<file path="config.mk">
export PLATFORM = sky130hd
export DESIGN_NAME = ps2_kbd_decoder
export DESIGN_NICKNAME = d
export VERILOG_FILES = /design/src/rtl/ps2_kbd_decoder.sv
export SDC_FILE = /design/constraint.sdc
export NUM_CORES = 1
export LEC_CHECK = 0
export CORE_MARGIN = 1
export CORE_UTILIZATION = 51
export CTS_CLUSTER_DIAMETER = 50
export CTS_CLUSTER_SIZE = 25
export DETAILED_ROUTE_END_ITERATION = 8
export PLACE_DENSITY = 0.7
export SLEW_MARGIN = 0
export SYNTH_ARGS = -nofsm -noshare
export SYNTH_HDL_FRONTEND = slang
export SYNTH_SLANG_ARGS = --single-unit
</file>
<file path="constraint.sdc">
create_clock -name clk -period 3.8 [get_ports clk]
set_clock_uncertainty 0.05 [all_clocks]
set_input_delay 0.76 -clock clk [delete_from_list [all_inputs] [get_ports clk]]
set_output_delay 0.76 -clock clk [all_outputs]
set_load 0.05 [all_outputs]
</file>
<file path="src/rtl/ps2_kbd_decoder.sv">
// ps2_kbd_decoder
// Turns validated PS/2 scan-code set 2 bytes into ASCII characters and
// presents them to the LC-3 as a keyboard status/data register pair.
// Prefixes are tracked for make, break (F0) and extended (E0) codes.
// Shift and Caps Lock state are also tracked. Characters are queued in a
// small first-word-fall-through FIFO.
//
// Ports:
//   clk        system clock
//   rst_n      asynchronous active-low reset
//   cmd_rdy    one-cycle pulse, cmd holds a received byte
//   cmd        received scan-code byte
//   error      one-cycle pulse, current frame failed (parity/stop)
//   kbd_rd     one-cycle pulse, LC-3 read of KBDR, pops the FIFO head
//   kbsr_ready FIFO non-empty (KBSR[15])
//   kbdr       ASCII at the FIFO head, 0x00 when empty
//   overflow   sticky, a character was dropped because the FIFO was full
module ps2_kbd_decoder #(
  parameter int FIFO_DEPTH = 4
) (
  input  logic       clk,
  input  logic       rst_n,
  input  logic       cmd_rdy,
  input  logic [7:0] cmd,
  input  logic       error,
  input  logic       kbd_rd,
  output logic       kbsr_ready,
  output logic [7:0] kbdr,
  output logic       overflow
);

  localparam int AW = $clog2(FIFO_DEPTH);
  localparam logic [AW:0] FULL_COUNT = (AW + 1)'(FIFO_DEPTH);

  typedef enum logic [1:0] {
    IDLE    = 2'd0,
    BRK     = 2'd1,
    EXT     = 2'd2,
    EXT_BRK = 2'd3
  } state_t;

  state_t state, next_state;

  logic lshift, rshift, caps;
  logic set_lshift, set_rshift, clr_lshift, clr_rshift, toggle_caps;
  logic push_req;

  logic       lut_valid;
  logic       lut_letter;
  logic [7:0] lut_norm;
  logic [7:0] lut_shift;
  logic       use_shifted;
  logic [7:0] ascii;

  logic [7:0]  mem [FIFO_DEPTH];
  logic [AW-1:0] wr_ptr, rd_ptr;
  logic [AW:0]   count;
  logic full, empty, do_pop, do_push, ovf_event;

  // Scan-code set 2 lookup: unshifted and shifted character for each mapped
  // make code. Keys without a shifted form repeat the same character.
  always_comb begin
    lut_valid = 1'b1;
    lut_norm  = 8'h00;
    lut_shift = 8'h00;
    case (cmd)
      8'h1C: {lut_norm, lut_shift} = {8'h61, 8'h41};
      8'h32: {lut_norm, lut_shift} = {8'h62, 8'h42};
      8'h21: {lut_norm, lut_shift} = {8'h63, 8'h43};
      8'h23: {lut_norm, lut_shift} = {8'h64, 8'h44};
      8'h24: {lut_norm, lut_shift} = {8'h65, 8'h45};
      8'h2B: {lut_norm, lut_shift} = {8'h66, 8'h46};
      8'h34: {lut_norm, lut_shift} = {8'h67, 8'h47};
      8'h33: {lut_norm, lut_shift} = {8'h68, 8'h48};
      8'h43: {lut_norm, lut_shift} = {8'h69, 8'h49};
      8'h3B: {lut_norm, lut_shift} = {8'h6A, 8'h4A};
      8'h42: {lut_norm, lut_shift} = {8'h6B, 8'h4B};
      8'h4B: {lut_norm, lut_shift} = {8'h6C, 8'h4C};
      8'h3A: {lut_norm, lut_shift} = {8'h6D, 8'h4D};
      8'h31: {lut_norm, lut_shift} = {8'h6E, 8'h4E};
      8'h44: {lut_norm, lut_shift} = {8'h6F, 8'h4F};
      8'h4D: {lut_norm, lut_shift} = {8'h70, 8'h50};
      8'h15: {lut_norm, lut_shift} = {8'h71, 8'h51};
      8'h2D: {lut_norm, lut_shift} = {8'h72, 8'h52};
      8'h1B: {lut_norm, lut_shift} = {8'h73, 8'h53};
      8'h2C: {lut_norm, lut_shift} = {8'h74, 8'h54};
      8'h3C: {lut_norm, lut_shift} = {8'h75, 8'h55};
      8'h2A: {lut_norm, lut_shift} = {8'h76, 8'h56};
      8'h1D: {lut_norm, lut_shift} = {8'h77, 8'h57};
      8'h22: {lut_norm, lut_shift} = {8'h78, 8'h58};
      8'h35: {lut_norm, lut_shift} = {8'h79, 8'h59};
      8'h1A: {lut_norm, lut_shift} = {8'h7A, 8'h5A};
      8'h16: {lut_norm, lut_shift} = {8'h31, 8'h21};
      8'h1E: {lut_norm, lut_shift} = {8'h32, 8'h40};
      8'h26: {lut_norm, lut_shift} = {8'h33, 8'h23};
      8'h25: {lut_norm, lut_shift} = {8'h34, 8'h24};
      8'h2E: {lut_norm, lut_shift} = {8'h35, 8'h25};
      8'h36: {lut_norm, lut_shift} = {8'h36, 8'h5E};
      8'h3D: {lut_norm, lut_shift} = {8'h37, 8'h26};
      8'h3E: {lut_norm, lut_shift} = {8'h38, 8'h2A};
      8'h46: {lut_norm, lut_shift} = {8'h39, 8'h28};
      8'h45: {lut_norm, lut_shift} = {8'h30, 8'h29};
      8'h0E: {lut_norm, lut_shift} = {8'h60, 8'h7E};
      8'h4E: {lut_norm, lut_shift} = {8'h2D, 8'h5F};
      8'h55: {lut_norm, lut_shift} = {8'h3D, 8'h2B};
      8'h54: {lut_norm, lut_shift} = {8'h5B, 8'h7B};
      8'h5B: {lut_norm, lut_shift} = {8'h5D, 8'h7D};
      8'h5D: {lut_norm, lut_shift} = {8'h5C, 8'h7C};
      8'h4C: {lut_norm, lut_shift} = {8'h3B, 8'h3A};
      8'h52: {lut_norm, lut_shift} = {8'h27, 8'h22};
      8'h41: {lut_norm, lut_shift} = {8'h2C, 8'h3C};
      8'h49: {lut_norm, lut_shift} = {8'h2E, 8'h3E};
      8'h4A: {lut_norm, lut_shift} = {8'h2F, 8'h3F};
      8'h29: {lut_norm, lut_shift} = {8'h20, 8'h20};
      8'h5A: {lut_norm, lut_shift} = {8'h0D, 8'h0D};
      8'h66: {lut_norm, lut_shift} = {8'h08, 8'h08};
      8'h0D: {lut_norm, lut_shift} = {8'h09, 8'h09};
      8'h76: {lut_norm, lut_shift} = {8'h1B, 8'h1B};
      default: lut_valid = 1'b0;
    endcase
  end

  // Only letters have a lowercase unshifted form, so that range identifies
  // the keys where Caps Lock participates.
  always_comb begin
    lut_letter  = (lut_norm >= 8'h61) && (lut_norm <= 8'h7A);
    use_shifted = lut_letter ? ((lshift | rshift) ^ caps) : (lshift | rshift);
    ascii       = use_shifted ? lut_shift : lut_norm;
  end

  // Prefix state register; error abandons any partial sequence.
  always_ff @(posedge clk or negedge rst_n) begin
    if (!rst_n) begin
      state  <= IDLE;
      lshift <= 1'b0;
      rshift <= 1'b0;
      caps   <= 1'b0;
    end else begin
      state <= next_state;
      if (set_lshift) lshift <= 1'b1;
      else if (clr_lshift) lshift <= 1'b0;
      if (set_rshift) rshift <= 1'b1;
      else if (clr_rshift) rshift <= 1'b0;
      if (toggle_caps) caps <= ~caps;
    end
  end

  always_comb begin
    next_state  = state;
    set_lshift  = 1'b0;
    set_rshift  = 1'b0;
    clr_lshift  = 1'b0;
    clr_rshift  = 1'b0;
    toggle_caps = 1'b0;
    push_req    = 1'b0;
    if (error) begin
      next_state = IDLE;
    end else if (cmd_rdy) begin
      case (state)
        IDLE: begin
          if (cmd == 8'hF0)      next_state = BRK;
          else if (cmd == 8'hE0) next_state = EXT;
          else if (cmd == 8'h12) set_lshift = 1'b1;
          else if (cmd == 8'h59) set_rshift = 1'b1;
          else if (cmd == 8'h58) toggle_caps = 1'b1;
          else                   push_req = lut_valid;
        end
        BRK: begin
          clr_lshift = (cmd == 8'h12);
          clr_rshift = (cmd == 8'h59);
          next_state = IDLE;
        end
        EXT: begin
          next_state = (cmd == 8'hF0) ? EXT_BRK : IDLE;
        end
        EXT_BRK: begin
          next_state = IDLE;
        end
        default: next_state = IDLE;
      endcase
    end
  end

  // A pop on a full FIFO frees the slot the simultaneous push needs.
  always_comb begin
    full      = (count == FULL_COUNT);
    empty     = (count == '0);
    do_pop    = kbd_rd && !empty;
    do_push   = push_req && (!full || do_pop);
    ovf_event = push_req && full && !do_pop;
  end

  always_ff @(posedge clk) begin
    if (do_push) mem[wr_ptr] <= ascii;
  end

  always_ff @(posedge clk or negedge rst_n) begin
    if (!rst_n) begin
      wr_ptr   <= '0;
      rd_ptr   <= '0;
      count    <= '0;
      overflow <= 1'b0;
    end else begin
      if (do_push) wr_ptr <= wr_ptr + 1'b1;
      if (do_pop)  rd_ptr <= rd_ptr + 1'b1;
      case ({do_push, do_pop})
        2'b10:   count <= count + 1'b1;
        2'b01:   count <= count - 1'b1;
        default: count <= count;
      endcase
      if (ovf_event)   overflow <= 1'b1;
      else if (kbd_rd) overflow <= 1'b0;
    end
  end

  assign kbsr_ready = !empty;
  assign kbdr       = empty ? 8'h00 : mem[rd_ptr];

endmodule

</file>
# Word-level counts from Yosys, hierarchy flattened

Memory sizes are Yosys's and may differ from the RTL's.
Index checks and enable logic that the tools add are counted.

Bits in writable memories: 32
Memories: 1
Output and inout bits: 10
Bits in latches: 0
Input port bits: 13
Word-level logic and storage cells: 157
Flip-flop bits (word level): 13
Bits in read-only memories: 0

Memories:

| memory | words | width | read ports | clocked after memory_dff | wr ports | RTL line | source |
|---|---|---|---|---|---|---|---|
| mem    | 4     | 8     | 1          | 0                        | 1        | 55       | `logic [7:0] mem [FIFO_DEPTH];` |

Shifts and indexed selects: 0
Order comparisons: 2
Bitwise gates (word level): 3
Multiplexer cells: 56
Equality and inequality tests: 64
Reduce and logical (&&, ||, !) cells: 19
Multiply operators: 0
Divide/modulo/power cells: 0
$add $sub $neg: 4

Operators with widths:

| kind                                                              | number |
|---|---|
| one-hot mux 7 bit (52 select lines)                               | 2 |
| equality test 8 x 6 -> 1 bit, second input constant               | 23 |
| equality test 8 x 7 -> 1 bit, second input constant               | 22 |
| equality test 8 x 5 -> 1 bit, second input constant               | 8 |
| OR reduction 52 bit                                               | 1 |
| two-way mux 1 bit                                                 | 45 |
| equality test 8 x 4 -> 1 bit, second input constant               | 2 |
| equality test 8 bit, second input constant                        | 2 |
| two-way mux 8 bit                                                 | 2 |
| two-way mux 2 bit                                                 | 5 |
| nonzero test 2 bit                                                | 5 |
| greater-or-equal comparator 8 x 7 -> 1 bit, second input constant | 1 |
| <= comparator 8 x 7 -> 1 bit, second input constant               | 1 |
| equality test 2 bit, second input constant                        | 3 |
| one-hot mux 2 bit (3 select lines)                                | 1 |
| one-hot mux 3 bit (2 select lines)                                | 1 |
| logical AND 1 bit                                                 | 5 |
| adder 2 x 1 -> 2 bit, second input constant                       | 2 |
| equality test 2 x 1 -> 1 bit, second input constant               | 2 |
| inequality test 4 bit, second input constant                      | 1 |
| adder 3 x 1 -> 3 bit, second input constant                       | 1 |
| equality test 3 bit, second input constant                        | 1 |
| logical NOT 1 bit                                                 | 3 |
| logical NOT 3 bit                                                 | 1 |
| other kinds (8)                                                   | 8 |

# Depth between registers and ports, before layout

Depth after elaboration: 14
Mapped depth: 15
Mapped depth without buffers: 11

# Least setup slack after synthesis

Ideal clock, no wire load.

Kind: input -> register
From: input port cmd[7]
To: register count[2]
Arrival: 3430 ps
Cell stages on the path: 13
Slack: 244 ps
Library setup time: 76 ps
Buffers on the path: 2
Cells stage by stage: buf_4 > or3b_2 > a2111oi_1 > nor2_1 > nor4bb_1 > a311oi_2 > buf_4 > nor2_1 > fa_1 > nor2b_1 > nor3b_1 > a21oi_1 > o21ai_1

Word-level cells in the longest chain between the ends: 14

RTL lines:

| item                                                                            | RTL line | source |
|---|---|---|
| start, declared                                                                 | 24       | `input logic [7:0] cmd,` |
| equality test 8 x 7 -> 1 bit (tied with other cells)                            | 66       | `case (cmd)` |
| OR reduction 52 bit (no source line)                                            | --       |  |
| two-way mux 1 bit                                                               | 66       |  |
| two-way mux 1 bit                                                               | 165      | `else if (cmd == 8'h58) toggle_caps = 1'b1;` |
| two-way mux 1 bit                                                               | 164      | `else if (cmd == 8'h59) set_rshift = 1'b1;` |
| two-way mux 1 bit                                                               | 163      | `else if (cmd == 8'h12) set_lshift = 1'b1;` |
| two-way mux 1 bit                                                               | 162      | `else if (cmd == 8'hE0) next_state = EXT;` |
| two-way mux 1 bit (*)                                                           | 161      | `if (cmd == 8'hF0) next_state = BRK;` |
| two-way mux 1 bit (*)                                                           | 159      | `case (state)` |
| two-way mux 1 bit (*)                                                           | 158      | `end else if (cmd_rdy) begin` |
| two-way mux 1 bit (*)                                                           | 156      | `if (error) begin` |
| logical AND 1 bit (*)                                                           | 189      | `do_push = push_req && (!full \|\| do_pop);` |
| equality test 2 x 1 -> 1 bit / equality test 2 bit (equally long branches)      | 206      | `case ({do_push, do_pop})` |
| one-hot mux 3 bit (2 select lines) / nonzero test 2 bit (equally long branches) | --       |  |
| end signal, assigned                                                            | 207      | `2'b10: count <= count + 1'b1;` |
| end signal, assigned                                                            | 208      | `2'b01: count <= count - 1'b1;` |
| end signal, assigned                                                            | 209      | `default: count <= count;` |
| end, declared                                                                   | 57       | `logic [AW:0] count;` |

Mark *: on every way between the ends. The rest lies on a longest branch, timed or not.
A chain may end at the register's enable or synchronous reset.

# Worst setup path after layout

From: input port cmd[1]
To: memory mem[0][4] (data pin)

Word-level cells in the longest chain between the ends: 6

RTL lines:

| item                                                                                              | RTL line | source |
|---|---|---|
| equality test 8 x 7 -> 1 bit (tied with other cells)                                              | 66       |  |
| one-hot mux 7 bit (52 select lines)                                                               | 66       |  |
| greater-or-equal comparator 8 x 7 -> 1 bit / <= comparator 8 x 7 -> 1 bit (equally long branches) | 126      | `lut_letter = (lut_norm >= 8'h61) && (lut_norm <= 8'h7A);` |
| logical AND 1 bit                                                                                 | 126      |  |
| two-way mux 1 bit                                                                                 | 127      | `use_shifted = lut_letter ? ((lshift \| rshift) ^ caps) : (lshift \| rshift);` |
| two-way mux 8 bit (*)                                                                             | 128      | `ascii = use_shifted ? lut_shift : lut_norm;` |
| named net ascii[4]                                                                                | 53       | `logic [7:0] ascii;` |
| end, declared                                                                                     | 55       |  |

Mark *: on every way through the listed nets, which the timed path passes. The rest lies on a longest branch.

==> results by group <==
CTS
  – Clk root buf: clkbuf_8
  – Maximum root-to-sink buffer count: 2
  – Clock-pin slew on the worst setup and hold paths: 0.08 ns
  – Clock latency reported for the late side of the worst-skew pair: 0.29 ns
  – Total clock buffers created by CTS: 5
  – Clock sink count: 41
  – Hold-fix buffers, CTS: 0
  – CTS H-tree lvls: 2
  – Clock tree from TritonCTS: built

Power
  – Relative contribution of combinational cells to total power: 47.9%
  – Switching share of power: 39.07%
  – VDD IR max: 252.6 uV
  – PwrDens: 368.7 mW/mm^2
  – Lkg Pwr: 2.055 nW
  – Internal Dissipation: 0.001109 W
  – Clock network fraction of total power: 18.6%
  – Sequential cell fraction of total power: 33.5%
  – Sw power: 0.0007108 W

Global routing
  – Number of global-route vias before repair: 3381
  – Met2 usage: 49.56%
  – Met3 track demand over resource in global routing: 4.086%
  – Most Used Layer, Global Route: met2
  – Global-route usage over all layers: 29.99%
  – Met1 demand-to-capacity share in global routing: 40.80%
  – Number of antenna violations at the first check in global routing: 0
  – Maximum number of pins on one net before global-route repair: 25
  – Total global routing overflow: 0
  – Global-route wire length before repair: 16860 um

Timing
  – Slew @ Worst Pin: 0.5968 ns
  – Setup violations, final: 0
  – Count of endpoints failing hold in the final timing report: 0
  – Min Clock Period, post-route: 3.668 ns
  – Max Slew Vio Count: 0
  – Max Clock Freq: 272.6 MHz
  – Share of the clock period used by the worst path: 96.53%
  – Unrepaired setup endpoints after global routing: no
  – Worst slew margin: 60.09%

Worst setup path
  – Required arrival time at the worst endpoint: 3.80 ns
  – Arrival time of data at the critical path endpoint: 3.67 ns
  – Critical Path, Cell by Cell: dlygate4sd2_1 -> buf_4 -> nor3b_1 -> a32oi_2 -> o21ai_2 -> or3_1 -> or4_1 -> or4_4 -> o211a_4 -> mux2_4
  – Peak per-stage delay on the critical path: 0.52 ns
  – Max Fanout on Critical Path: 18
  – Type of destination of the critical path: flip-flop
  – Critical Path Slowest Stage Cell: or4_4
  – Setup crit start kind: input port
  – Startpoint-to-endpoint class of the critical path: input port to flip-flop

Die
  – Horiz. Die Dim: 85.06 um
  – Ports: 23
  – Initial cell density of the core: 54.17%
  – Row cnt: 29
  – Overall die height: 85.06 um
  – Core outline area: 0.006495 sq mm
  – Die ar.: 0.007235 sq mm

Yosys
  – Share of the synthesized area in the top cell type: 23.90%
  – Async SR Flop Fraction: 31.71%
  – Portion of netlist area occupied by mux cells: 7.788%
  – Summed instance area of the synthesized netlist: 0.003518 sq mm
  – Xor/xnor cell area share of the yosys netlist: 1.991%
  – Main synth FF type: edfxtp_1
  – Synth Area in Compound Gates: 16.75%
  – Synthesized netlist cell count: 377
  – Syn. warnings: 0
  – Area leader, netlist: edfxtp_1
  – Register bit total from synthesis: 41
  – Adder and majority gate portion of the synthesized area: 1.991%
  – Net count after synthesis: 395
  – Leading post-synthesis cells by cell area: edfxtp_1 24%, dfrtp_1 9.2%, mux4_2 4.5%
  – Number of unique standard cell types used by synthesis: 78
  – Number of flops mapped to enable cells by yosys: 28
  – Dominant combinational cell family by area after synthesis: simple AND/OR/NAND/NOR gates
  – Mean instance size in the synthesized netlist: 9.333 sq um
  – Synthesized-area fraction occupied by and/or/nand/nor cells: 32.15%
  – Sequential cell area fraction in the yosys report: 33.14%

Placed design
  – Final weighted congestion of routability-driven global placement: 1.049
  – Sum of net half-perimeters after detailed placement: 7998 um
  – Placed Cells: 545
  – Number of buffers added on ports: 21
  – Cell area after placement: 0.004498 sq mm

Final layout
  – Share of final-layout standard cells stronger than drive strength 1: 35.04%
  – Fillers: 417
  – Number of nets in the layout: 505
  – Area occupied by multi-input gates: 0.002301 sq mm
  – Growth of design area from synthesis to finish: 40.26%
  – Post-layout instance area: 0.004935 sq mm
  – Non-filler instance count after layout: 565
  – Final core occ: 75.98%
  – Number of diodes: 0
  – Flip-flop and latch area: 0.001166 sq mm

Routing
  – # DRC: 0
  – Per-cell via count in the routed design: 6.464
  – Antenna violation net count after detailed routing: 0
  – Post-detailed-route wirelength per cell: 19.50 um
  – Total number of vias: 3652
  – Number of DRC violations after detailed-routing iteration 0: 297
  – Final wirelength: 11020 um
  – 1st-pass router iterations: 4

Flow run
  – Maxcap violations: 0

Min path
  – Hold crit path type: flip-flop to flip-flop

Run status
  – Result of the run: completed
path summary, 6_finish.rpt:
| kind | from | to | slack [ns] | cells after the start |
|---|---|---|---|---|
| worst max register to register | state[1]$_DFFE_PN0P_ | mem[3][6]$_DFFE_PP_ | 1.32 | 7 |
| max in group asynchronous | rst_n | rd_ptr[0]$_DFFE_PN0P_ | 2.52 | 1 |
| worst min register to register | overflow$_DFFE_PN0P_ | overflow$_DFFE_PN0P_ | 0.46 | 2 |
| worst max-delay path | cmd[1] | mem[0][4]$_DFFE_PP_ | 0.13 | 10 |
| worst min-delay path | overflow$_DFFE_PN0P_ | overflow$_DFFE_PN0P_ | 0.46 | 2 |
| min in group asynchronous | rst_n | rd_ptr[1]$_DFFE_PN0P_ | 0.79 | 1 |
metal layers:
layer,share of wire (%),routed length (um)
met5,0,0
met3,8.8,973
met4,4.0,441
met2,46,5084
met1,41,4519
power groups by stage:
stage	logic [W]	registers, W	clock network, W
detailed placement	0.000827	0.000617	0
CTS	0.000837	0.000608	0.000339
global placement	0.000807	0.000614	0
floorplan	0.000614	0.000560	0
global route	0.000937	0.000620	0.000356
finish	0.000872	0.000609	0.000338
cells in the mapped netlist, types with 4 or more instances:
cell type / number
edfxtp_1: 28
buf_4: 9
nor2_1: 34
o21ai_1: 5
o2bb2ai_1: 4
o21ai_0: 6
nor3_1: 11
nor4b_1: 6
nor3b_1: 9
and2_1: 12
xnor2_1: 5
a21oi_1: 11
mux2i_1: 9
nand4_1: 8
ha_1: 4
nor4bb_1: 7
o211ai_1: 5
nand2_1: 25
buf_2: 15
inv_1: 5
mux4_2: 7
a32oi_1: 4
a31oi_1: 5
nand3_1: 17
nand2b_1: 7
and3_1: 6
clkbuf_1: 7
dfrtp_1: 13
nor2b_1: 13
logic make-up (layout without fill, tap and decap cells):
| family | after synthesis | after routing |
|---|---|---|
| xor gates and xnor gates | 8 | 8 |
| and+or+nand+nor | 188 | 188 |
| muxes | 18 | 18 |
| buffers and inverters | 39 | 150 |
| adders and majority gates | 5 | 5 |
| AOI/OAI and AO/OA | 77 | 77 |
| DFF | 41 | 41 |
| other | 1 | 1 |
stage by stage:
stage	hold WS [ns]	worst slack, ns	power [W]	TNS, ns
CTS	0.4613	0.002003	0.001785	0
detailed placement	0.4449	-0.3808	0.001444	-17.83
finish	0.4568	0.1319	0.001820	0
global placement	0.4290	-0.3553	0.001421	-15.84
global route	0.4948	0.01651	0.001913	0
floorplan	0.4076	0.2436	0.001174	0
cell usage in the layout, fill, tap and decap left out, drive strengths merged, types with 7 or more instances in the layout:
master,count
buf,113
nor2,34
edfxtp,28
nand2,25
nand3,17
dfrtp,13
clkdlybuf4s50,13
and2,13
nor2b,13
a21oi,11
nor3,11
o21ai,11
nor3b,9
mux2i,9
clkbuf,9
nand4,8
nor4b,8
mux4,7
nand2b,7
dlymetal6s2s,7
nor4bb,7
critical path: cells and delay by family:
kind                   cells  cell delay (ns)
multiplexers               1             0.31
buffers and inverters      2             0.55
AND/OR/NAND/NOR            4             1.54
AO/OA/AOI/OAI              3             0.49
state kept, by name, summed over array words and instances, names as in the netlist:
| name | cells |
|---|---|
| caps | 1 |
| count | 3 |
| lshift | 1 |
| mem | 28 |
| overflow | 1 |
| rd_ptr | 2 |
| rshift | 1 |
| state | 2 |
| wr_ptr | 2 |
final cells by class:
cell class,instances,area share [%]
clock buffers,6,1.471
clock inverters,2,0.7099
inverters,5,0.3803
multi-input cells,297,46.63
flip-flops and latches,41,23.63
well taps,77,1.952
repair buffers,137,25.23
repair_timing:
action / 4_1_cts / 5_1_grt
pin swaps: 1 / 13
resized for setup: 9 / 30
buffers inserted: 1 / 8
cloned: 0 / 3
endpoints found under the setup margin: 28 / 59
No activity file was read; power rests on OpenSTA's default activity.
